==> src/rtl/pipe_ctrl.sv <==
// Pipeline sequencing controller: turns EX redirects, EX multi-cycle busy and
// debug halt requests into PC redirect, flush (bubble) and per-register holds.
// Mealy outputs react in the same cycle; the FSM extends flushes and holds.
module pipe_ctrl #(
   parameter int unsigned FLUSH_CYCLES = 2,    // total flush cycles per redirect, 1..15
   parameter int unsigned MAX_STALL    = 1024, // stall cycles before the watchdog trips
   parameter int unsigned STALL_CNT_W  = 16
) (
   input  logic        clk,
   input  logic        rst,
   input  logic        jump_en_i,
   input  logic [31:0] jump_addr_i,
   input  logic        hold_flag_ex_i,
   input  logic        halt_req_i,
   output logic        jump_en_o,
   output logic [31:0] jump_addr_o,
   output logic        flush_o,
   output logic        hold_pc_o,
   output logic        hold_if_id_o,
   output logic        hold_id_ex_o,
   output logic        halted_o,
   output logic        stall_timeout_o
);

   localparam int unsigned FlushCntW = $clog2(FLUSH_CYCLES + 1);
   localparam logic [FlushCntW-1:0]   FlushReload = FlushCntW'(FLUSH_CYCLES - 1);
   localparam logic [FlushCntW-1:0]   FlushOne    = FlushCntW'(1);
   localparam logic [STALL_CNT_W-1:0] MaxStallCnt = STALL_CNT_W'(MAX_STALL);
   localparam logic [STALL_CNT_W-1:0] StallOne    = STALL_CNT_W'(1);
   localparam logic [STALL_CNT_W-1:0] StallSat    = '1;
   localparam bit                     MultiFlush  = (FLUSH_CYCLES > 1);

   typedef enum logic [1:0] {StRun, StFlush, StStall, StHalt} state_e;

   state_e                 state_q, state_d;
   logic [FlushCntW-1:0]   flush_cnt_q, flush_cnt_d;
   logic [STALL_CNT_W-1:0] stall_cnt_q, stall_cnt_d;
   logic                   timeout_q, timeout_d;

   logic        take_jump;
   logic        stall_hold;
   logic        jump_en;
   logic [31:0] jump_addr;
   logic        flush;
   logic        hold;
   logic        halted;

   // State, counters and sticky watchdog flag; synchronous active-low reset.
   always_ff @(posedge clk) begin
      if (!rst) begin
         state_q     <= StRun;
         flush_cnt_q <= '0;
         stall_cnt_q <= '0;
         timeout_q   <= 1'b0;
      end else begin
         state_q     <= state_d;
         flush_cnt_q <= flush_cnt_d;
         stall_cnt_q <= stall_cnt_d;
         timeout_q   <= timeout_d;
      end
   end

   // Next-state and Mealy outputs.
   always_comb begin
      state_d     = state_q;
      flush_cnt_d = flush_cnt_q;
      stall_cnt_d = stall_cnt_q;
      timeout_d   = timeout_q;
      take_jump   = 1'b0;
      stall_hold  = 1'b0;
      jump_en     = 1'b0;
      jump_addr   = 32'h0;
      flush       = 1'b0;
      hold        = 1'b0;
      halted      = 1'b0;

      unique case (state_q)
         StRun: begin
            // Priority: EX busy, then redirect, then debug halt.
            if (hold_flag_ex_i) begin
               hold        = 1'b1;
               stall_hold  = 1'b1;
               stall_cnt_d = StallOne;
               state_d     = StStall;
            end else if (jump_en_i) begin
               take_jump = 1'b1;
            end else if (halt_req_i) begin
               hold    = 1'b1;
               state_d = StHalt;
            end
         end
         StFlush: begin
            // Busy and halt wait until the flush has drained.
            flush = 1'b1;
            if (jump_en_i) begin
               take_jump = 1'b1;
            end else begin
               flush_cnt_d = flush_cnt_q - FlushOne;
               if (flush_cnt_q <= FlushOne) begin
                  state_d = StRun;
               end
            end
         end
         StStall: begin
            if (hold_flag_ex_i) begin
               hold       = 1'b1;
               stall_hold = 1'b1;
               if (stall_cnt_q != StallSat) begin
                  stall_cnt_d = stall_cnt_q + StallOne;
               end
            end else begin
               // Release in the same cycle; a pending redirect is taken now,
               // a halt request is picked up from RUN on the next cycle.
               stall_cnt_d = '0;
               state_d     = StRun;
               take_jump   = jump_en_i;
            end
         end
         StHalt: begin
            // EX is frozen, so redirects and busy are ignored here.
            hold   = 1'b1;
            halted = 1'b1;
            if (!halt_req_i) begin
               state_d = StRun;
            end
         end
         default: begin
            state_d = StRun;
         end
      endcase

      if (take_jump) begin
         jump_en   = 1'b1;
         jump_addr = jump_addr_i;
         flush     = 1'b1;
         if (MultiFlush) begin
            flush_cnt_d = FlushReload;
            state_d     = StFlush;
         end else begin
            flush_cnt_d = '0;
            state_d     = StRun;
         end
      end

      // Trip on the cycle the accepted stall run reaches MAX_STALL.
      if (stall_hold && (stall_cnt_d == MaxStallCnt)) begin
         timeout_d = 1'b1;
      end
   end

   // Every output is forced low while reset is asserted.
   always_comb begin
      jump_en_o       = rst & jump_en;
      jump_addr_o     = rst ? jump_addr : 32'h0;
      flush_o         = rst & flush;
      hold_pc_o       = rst & hold;
      hold_if_id_o    = rst & hold;
      hold_id_ex_o    = rst & hold;
      halted_o        = rst & halted;
      stall_timeout_o = rst & timeout_q;
   end

endmodule

==> config.mk <==
export PLATFORM = sky130hd
export DESIGN_NAME = pipe_ctrl
export DESIGN_NICKNAME = d
export VERILOG_FILES = /design/src/rtl/pipe_ctrl.sv
export SDC_FILE = /design/constraint.sdc
export NUM_CORES = 1
export LEC_CHECK = 0
export BUFFER_PORTS_ARGS = -buffer_cell sky130_fd_sc_hd__buf_2
export CAP_MARGIN = 20
export CORE_UTILIZATION = 35
export CTS_CLUSTER_SIZE = 14
export DETAILED_ROUTE_END_ITERATION = 6
export PLACE_DENSITY = 0.71
export SLEW_MARGIN = 20
export SYNTH_ARGS = -nofsm -noshare
export SYNTH_HDL_FRONTEND = slang
export SYNTH_SLANG_ARGS = --single-unit
==> constraint.sdc <==
create_clock -name clk -period 2.46 [get_ports clk]
set_input_delay 0.123 -clock clk [delete_from_list [all_inputs] [get_ports clk]]
set_output_delay 0.123 -clock clk [all_outputs]
set_load 0.05 [all_outputs]
==> run summary, run 1 <==
synth top area cells: dfxtp_1 (26%), and2_1 (15%), a21oi_1 (5.6%), nor2_1 (4.7%), nand2_1 (4.2%)
Yosys cell types: 41
PortBufs: 75
Layout area overhead: 31.3%
run status: complete, no violations
Post-Synthesis Cell Area: 1600 um^2
Root Driver: clkbuf_8
cts bufs inserted: 3
leading area contributor after synthesis: dfxtp_1
Final period util: 0.916
# setup viols final: 0
PD cells: 400 nW/um^2
Post-synth top cells: and2_1 (39), dfxtp_1 (21), nor2_1 (20)
Setup crit end kind: flop
Worst EP arrival: 2.44 ns
Die X: 69.7 um
Crit-path slowest cell: or4_1
n_diodes: 0
fin area: 2110 um^2
Placed Area: 2060 um^2
Synth Area in Compound Gates: 0.217
initial antenna violation count: 0
die area: 4860 um^2
synthesized instance count: 227
CTS tree: done
Worst Path Required: 2.64 ns
hold_buf cts: 0
DRT Wirelength: 4600 um
xor-xnor portion of the synthesized cell area: 0.00546
Max Slew Vio Count: 0
CP top delay family: simple AND/OR/NAND/NOR gates
ys flop type: dfxtp_1
critical-path cell list: nand4_4, or4_1, a32o_1, nor3_2, nand4_1, o31ai_1
drt drc: 0
register clock-pin slew on the reported worst setup and hold paths: 0.08 ns
core area: 4380 um^2
Starting DRT DRC Count: 115
Max-Cap Viols: 0
Buf/Inv on CP: 0
share of cells above drive strength 1: 0.309
hold crit path type: in2reg
Synth Area in Adders: 0.0156
Post-synth EDFFs: 0
area occupied by multi-input gates: 1080 um^2
CTS HTree Levels: 1
most frequent cell after synthesis: and2_1
global-route wire length before repair: 7660 um
# IOs: 76
die height: 69.7 um
routed len/inst: 13.0 um
post-synthesis mux area share: 0.0125
Final ANT Viol Nets: 0
FILL cells: 435
simple-gate share of the synthesized area: 0.420
Slew @ Worst Pin: 0.686 ns
DRT Pass-1 Iters: 4
clock skew: 0.00217 ns
row cnt: 24
Via density: 5.39
Max rail drop VDD: 0.239 mV
RSZ-0062 raised after global routing: no
Min Clock Period, post-route: 2.25 ns
Design Power: 842 uW
clock buffer depth: 2
worst setup path class: reg2reg
Final Hold Fails: 0
Clock Latency Late Sink: 0.26 ns
Worst Setup Start Kind: flop
Fmax: 0.444 GHz
Core Util, Final: 0.480
nets@finish: 341
largest net degree at the start of global routing: 27
clock sink count: 21
normalized max-slew margin: 0.542
slowest stage delay, CP: 0.69 ns
Synth Area per Inst: 7.07 um^2
via count: 1903
Total GRT Usage: 0.194
Seq/Total Area, Yosys: 0.262
leakage power: 1.04 nW
remaining global-route overflow: 0
Max FO, Critical Path: 9
Sequential Area: 420 um^2
largest family of logic cells by synthesized area: simple AND/OR/NAND/NOR gates
Final GP Congestion: 0.896
setup TNS: 0 ns
PostCTS Resize Cnt: 0
post-CTS setup buffer count: 0
Synth top area share: 0.262
Starting Density: 0.366
hpwl dp: 3600 um
vias in the first global route: 1682
syn nets: 266
Synth Warn #: 0
Seq cells post-synth: 21
Async SR Flop Fraction: 0
-- layer usage --
layer	global-route usage	part of all wire	up-vias
met2	0.335	0.48	93
met5	0	0	-
met3	0.0305	0.081	7
met4	0.0822	0.015	0
li1	-	-	958
met1	0.238	0.42	845
-- sequential cells by signal, indices dropped and copies added (netlist names) --
name,count
stall_cnt_q,16
state_q,2
flush_cnt_q,2
timeout_q,1
-- layout by cell type (no fill, tap or decap), types with 9 or more instances in the layout --
cell	instances
nand2_1	18
inv_1	9
o21ai_0	11
buf_2	75
dfxtp_1	21
nand3_1	13
nor2_1	20
a21oi_1	18
and2_1	39
buf_4	12
-- through the flow --
stage	worst slack [ns]	std cells	hold slack, ns
final	0.207	353	0.164
after global routing	0.0142	353	0.173
after CTS	0.194	353	0.158
after detailed placement	0.202	349	0.445
after global placement	0.252	349	0.437
after floorplan	0.262	227	0.291
-- power by group --
group	internal, mW	switching (mW)	total (mW)
Sequential	0.346	0.00980	0.356
Clock	0.116	0.117	0.233
Combinational	0.0812	0.172	0.253
Total	0.543	0.299	0.842
-- logic make-up after synthesis --
kind of cell	after synthesis
AOI/OAI and AO/OA	54
xor gates and xnor gates	1
adders and majority gates	2
buffers and inverters	26
DFF	21
muxes	2
and+or+nand+nor	121
-- layout make-up --
cell class                      count  share of cell area
Inverter                            9              0.0160
Multi-Input combinational cell    180               0.511
Timing Repair Buffer               87               0.221
Clock buffer                        4              0.0214
Sequential cell                    21               0.200
Tap cell                           52              0.0309
-- final timing paths --
kind	slack, ns	end	startpoint	depth (start not counted)
worst max-delay path	0.21	timeout_q	stall_cnt_q[4]	6
worst min-delay path	0.16	state_q[1]	halt_req_i	3
worst max register to register	0.21	timeout_q	stall_cnt_q[4]	6
worst min register to register	0.47	flush_cnt_q[1]	flush_cnt_q[1]	2
-- worst reg2reg max path, cell delays in order (launching register included) --
cell	delay (ns)
dfxtp_1	0.50
nand4_4	0.17
or4_1	0.69
a32o_1	0.34
nor3_2	0.14
nand4_1	0.10
o31ai_1	0.23
(Power assumes the default switching activity.)
==> run 2, diff against run 1 <==
- CELL_PAD_IN_SITES_DETAIL_PLACEMENT: unset -> 1
- CELL_PAD_IN_SITES_GLOBAL_PLACEMENT: unset -> 1
- CORE_UTILIZATION: 35 -> 28
- HOLD_SLACK_MARGIN: unset -> 0.06
- PLACE_DENSITY: 0.71 -> 0.83
- clock period: 2.46 -> 1.85 ns (I/O delays scaled with it)
==> run 2 against run 1 <==
  * The run now ends with negative setup slack left
  * Via count increased by 35%
  * Fmax increased by 0.88%
  * Setup slack got worse by 0.59 ns
  * Flip-flop and latch count unchanged
  * Hold slack improved by 0.046 ns
  * Wire length increased by 140%
  * Register-to-register slack got worse by 0.59 ns
  * Count of clock-buffer cells in the layout unchanged
  * Cell count increased by 21%
  * Non-clock buffer count increased by 53
  * Utilization increased by 9.2 points
==> run summary, run 2 (same netlist as run 1, synthesis figures left out) <==
placed cell count: 411
Fmax: 0.448 GHz
PortBufs: 75
timing startpoint of the critical path: stall_cnt_q[7]
Finished Layout Cells: 426
Core Util, Final: 0.572
Total GRT Usage: 0.249
CTS HTree Levels: 1
R2R cell count: 8
worst setup path class: reg2reg
hpwl dp: 5320 um
Crit-path slowest cell: dfxtp_1
Hold Crit Endpoint: state_q[1]
RSZ-0062 raised after global routing: yes
Top reg by flops: stall_cnt_q
share of cells above drive strength 1: 0.596
die height: 77.7 um
global-route wire length before repair: 11700 um
Max rail drop VDD: 0.288 mV
Min Clock Period, post-route: 2.23 ns
hold crit path type: in2reg
Worst EP arrival: 2.41 ns
Final WS setup: -0.383 ns
area occupied by multi-input gates: 1340 um^2
Layout area overhead: 96.3%
Reg2Reg Launch Point: stall_cnt_q[7]
Final GP Congestion: 0.839
top flop regs: stall_cnt_q x16, flush_cnt_q x2, state_q x2
hold path startpoint: halt_req_i
hold_buf cts: 0
clock sink count: 21
Switch Pwr: 532 uW
PD cells: 433 nW/um^2
clock skew: 0.00591 ns
Slew @ Worst Pin: 0.687 ns
Flop pwr share: 0.347
core area: 5510 um^2
Clock Latency Late Sink: 0.28 ns
reg2reg end: timeout_q
Final period util: 1.21
Starting DRT DRC Count: 270
slowest stage delay, CP: 0.41 ns
failing checks: negative setup slack
most frequent cells in the layout: buf_4 (54), buf_2 (42), buf_6 (24)
Die X: 77.7 um
DRT Pass-1 Iters: 5
reg2reg setup slack: -0.38 ns
row cnt: 27
setup TNS: -2.78 ns
Sequential Area: 439 um^2
die area: 6040 um^2
run status: finished, violations left
largest net degree at the start of global routing: 34
max FFs per register: 16
vias in the first global route: 2424
n_diodes: 0
Worst Setup Start Kind: flop
Design Power: 1.36 mW
initial antenna violation count: 0
register clock-pin slew on the reported worst setup and hold paths: 0.09 ns
Comb pwr share: 0.405
Root Driver: clkbuf_8
Max FO, Critical Path: 5
Final Hold Fails: 0
cts bufs inserted: 3
Via density: 6.03
nets@finish: 394
normalized max-slew margin: 0.542
CP top delay family: simple AND/OR/NAND/NOR gates
clock buffer depth: 2
drt drc: 0
critical-path cell list: nand4_4, buf_4, nor2_1, a21oi_1, and2_1, o32ai_1, nand3_1, o31ai_1
commonest non-fill, non-tap cell in the layout: buf_4
Worst Path Required: 2.03 ns
Hold Worst Slack: 0.211 ns
Sw Ratio: 0.390
via count: 2569
fin area: 3150 um^2
Setup crit end kind: flop
Final ANT Viol Nets: 0
# setup viols final: 44
routed len/inst: 25.6 um
Max-Cap Viols: 0
remaining global-route overflow: 0
Buf/Inv on CP: 1
Internal: 832 uW
leakage power: 1.47 nW
Placed Area: 2460 um^2
Max Slew Vio Count: 0
FILL cells: 623
Clk network pwr share: 0.248
DRT Wirelength: 10900 um
WHS Path Cells: 3
# IOs: 76
CTS tree: done
DP Worst Slack: -0.234 ns
Starting Density: 0.291
## run 2: cell count changes in the layout (fill, tap and decap cells not counted), moves of 6 or more
cell | previous run | this run
dfxtp_2 | 0 | 9
dfxtp_1 | 21 | 10
buf_2 | 75 | 42
buf_8 | 0 | 16
buf_4 | 12 | 54
buf_6 | 0 | 24
a21oi_2 | 0 | 6
and2_4 | 0 | 18
and2_1 | 39 | 18
a21oi_1 | 18 | 12
## run 2: layer usage
layer / global-route usage / vias to the layer above / routed length, um
met5: 0 / - / 0
met4: 0.128 / 0 / 749
met3: 0.0412 / 75 / 934
met2: 0.476 / 222 / 5350
met1: 0.258 / 1215 / 3860
li1: - / 1057 / -
## run 2: power by group through the flow
stage	Sequential (mW)	Combinational [mW]	Clock, mW
finish	0.474	0.553	0.338
global route	0.474	0.567	0.356
detailed placement	0.479	0.384	0
floorplan	0.479	0.242	0
global placement	0.477	0.373	0
CTS	0.468	0.409	0.320
## run 2: repair_timing
action                                  in CTS  in global routing
endpoints found under the setup margin      41                 48
gates cloned                                 0                  3
resized for setup                           42                115
pin swaps                                    6                 39
buffers inserted                             1                  8
## run 2: how the worst max path moves through the flow
stage,end,slack [ns],cells past startpoint
global route,timeout_q,-0.49,8
detailed placement,timeout_q,-0.23,8
CTS,timeout_q,-0.20,8
floorplan,timeout_q,-0.13,9
finish,timeout_q,-0.38,8
global placement,timeout_q,-0.19,8
## run 2: area by class of cell
type                            instances  share of cell area
Tap cell                               72              0.0286
Sequential cell                        21               0.139
Multi-Input combinational cell        180               0.425
Inverter                                9              0.0107
Clock buffer                            4              0.0143
Timing Repair Buffer                  140               0.382
## run 2: worst min-delay path: cells and delay by family
kind | cells | cell delay (ns)
buffers and inverters | 1 | 0.13
AOI/OAI and AO/OA | 1 | 0.11
and+or+nand+nor | 1 | 0.10
==> run 3, diff against run 2 <==
- REMOVE_ABC_BUFFERS: unset -> 1
- SKIP_LAST_GASP: unset -> 1
==> run 3 against run 2 <==
  * The flow still finishes with violations (negative setup slack)
  * Design area down 10%
  * Via count down 12%
  * Count of clock-buffer cells in the layout unchanged
  * Global-route usage down 0.95 points
  * Setup slack better by 0.14 ns
  * Total power down 8.6%
  * Clock skew about the same
  * Sequential power down 0.8%
  * Critical path depth down 2
  * Die area unchanged
  * Non-clock buffer count down 15
==> run summary, run 3 (same netlist as run 1, synthesis figures left out) <==
run status: finished, violations left
failing checks: negative setup slack
die height: 77.7 um
core area: 5510 um^2
top flop regs: stall_cnt_q x16, flush_cnt_q x2, state_q x2
routed len/inst: 18.9 um
normalized max-slew margin: 0.616
Final Hold Fails: 0
Final WS setup: -0.245 ns
DRT Wirelength: 7770 um
Die X: 77.7 um
Design Power: 1.25 mW
drt drc: 0
remaining global-route overflow: 0
CTS HTree Levels: 1
Setup crit end kind: flop
Slew @ Worst Pin: 0.575 ns
Root Driver: clkbuf_8
Via density: 5.47
Layout area overhead: 76.5%
Worst Setup Start Kind: flop
initial antenna violation count: 0
Top reg by flops: stall_cnt_q
most frequent cells in the layout: buf_4 (56), buf_2 (40), and2_1 (38)
WHS Path Cells: 3
Max FO, Critical Path: 5
hpwl dp: 5140 um
clock buffer depth: 2
Starting DRT DRC Count: 219
Clock Latency Late Sink: 0.27 ns
Max rail drop VDD: 0.218 mV
Total GRT Usage: 0.240
clock sink count: 21
Max Slew Vio Count: 0
row cnt: 27
largest net degree at the start of global routing: 34
die area: 6040 um^2
commonest non-fill, non-tap cell in the layout: buf_4
via count: 2250
nets@finish: 379
global-route wire length before repair: 11200 um
# setup viols final: 4
Starting Density: 0.291
Worst EP arrival: 2.29 ns
Final ANT Viol Nets: 0
# IOs: 76
vias in the first global route: 2349
Final GP Congestion: 0.834
RSZ-0062 raised after global routing: yes
Min Clock Period, post-route: 2.10 ns
PD cells: 440 nW/um^2
cts bufs inserted: 3
worst setup path class: reg2reg
share of cells above drive strength 1: 0.528
n_diodes: 0
R2R cell count: 6
CTS tree: done
setup TNS: -0.378 ns
Placed Area: 2350 um^2
clock skew: 0.00586 ns
Max-Cap Viols: 0
max FFs per register: 16
register clock-pin slew on the reported worst setup and hold paths: 0.09 ns
Final period util: 1.13
fin area: 2830 um^2
DP Worst Slack: -0.260 ns
Fmax: 0.477 GHz
leakage power: 1.31 nW
PortBufs: 75
DRT Pass-1 Iters: 4
hold crit path type: in2reg
Worst Path Required: 2.05 ns
## run 3: worst max-delay path, stage by stage, from the launching register on
cell,delay [ns]
dfxtp_2,0.34
nand4_1,0.21
or4_4,0.64
a32o_2,0.30
nor3_2,0.19
nand4_1,0.10
o31ai_1,0.23
## run 3: worst paths after layout
| kind | start | endpoint | slack (ns) |
|---|---|---|---|
| max | stall_cnt_q[10] | timeout_q | -0.25 |
| min | halt_req_i | state_q[1] | 0.12 |
| max reg2reg | stall_cnt_q[10] | timeout_q | -0.25 |
| min reg2reg | flush_cnt_q[1] | flush_cnt_q[1] | 0.48 |
## run 3: layer usage
metal,up-vias,track usage,share of wire
met5,-,0,0
met4,0,0.128,0.038
li1,1035,-,-
met1,1067,0.253,0.36
met2,118,0.448,0.53
met3,30,0.0412,0.063
## run 3: cell type report
class | instances | area (um^2)
Fill cell | 667 | 2680
Multi-Input combinational cell | 180 | 1250
Timing Repair Buffer | 125 | 970
Sequential cell | 21 | 445
Tap cell | 72 | 90.1
Clock buffer | 4 | 45.0
Inverter | 9 | 33.8
## run 3: timing repair
action | in CTS | in global routing
pin swaps | 5 | 14
buffers inserted | 1 | 2
setup endpoints to repair | 43 | 47
gates resized for setup | 54 | 64
cloned | 0 | 2
hold buffers | 0 | 0
## run 3: power by group
part,internal (mW),switching (mW),leakage [nW]
Combinational,0.169,0.276,1.11
Clock,0.154,0.178,0.0228
Sequential,0.459,0.0109,0.178
## run 3: metrics by stage
step / std cells / util / hold slack [ns]
4_1_cts: 407 / 0.465 / 0.135
6_report: 411 / 0.514 / 0.123
2_1_floorplan: 210 / - / 0.209
3_3_place_gp: 402 / 0.426 / 0.408
3_5_place_dp: 402 / 0.426 / 0.423
5_1_grt: 411 / 0.514 / 0.132
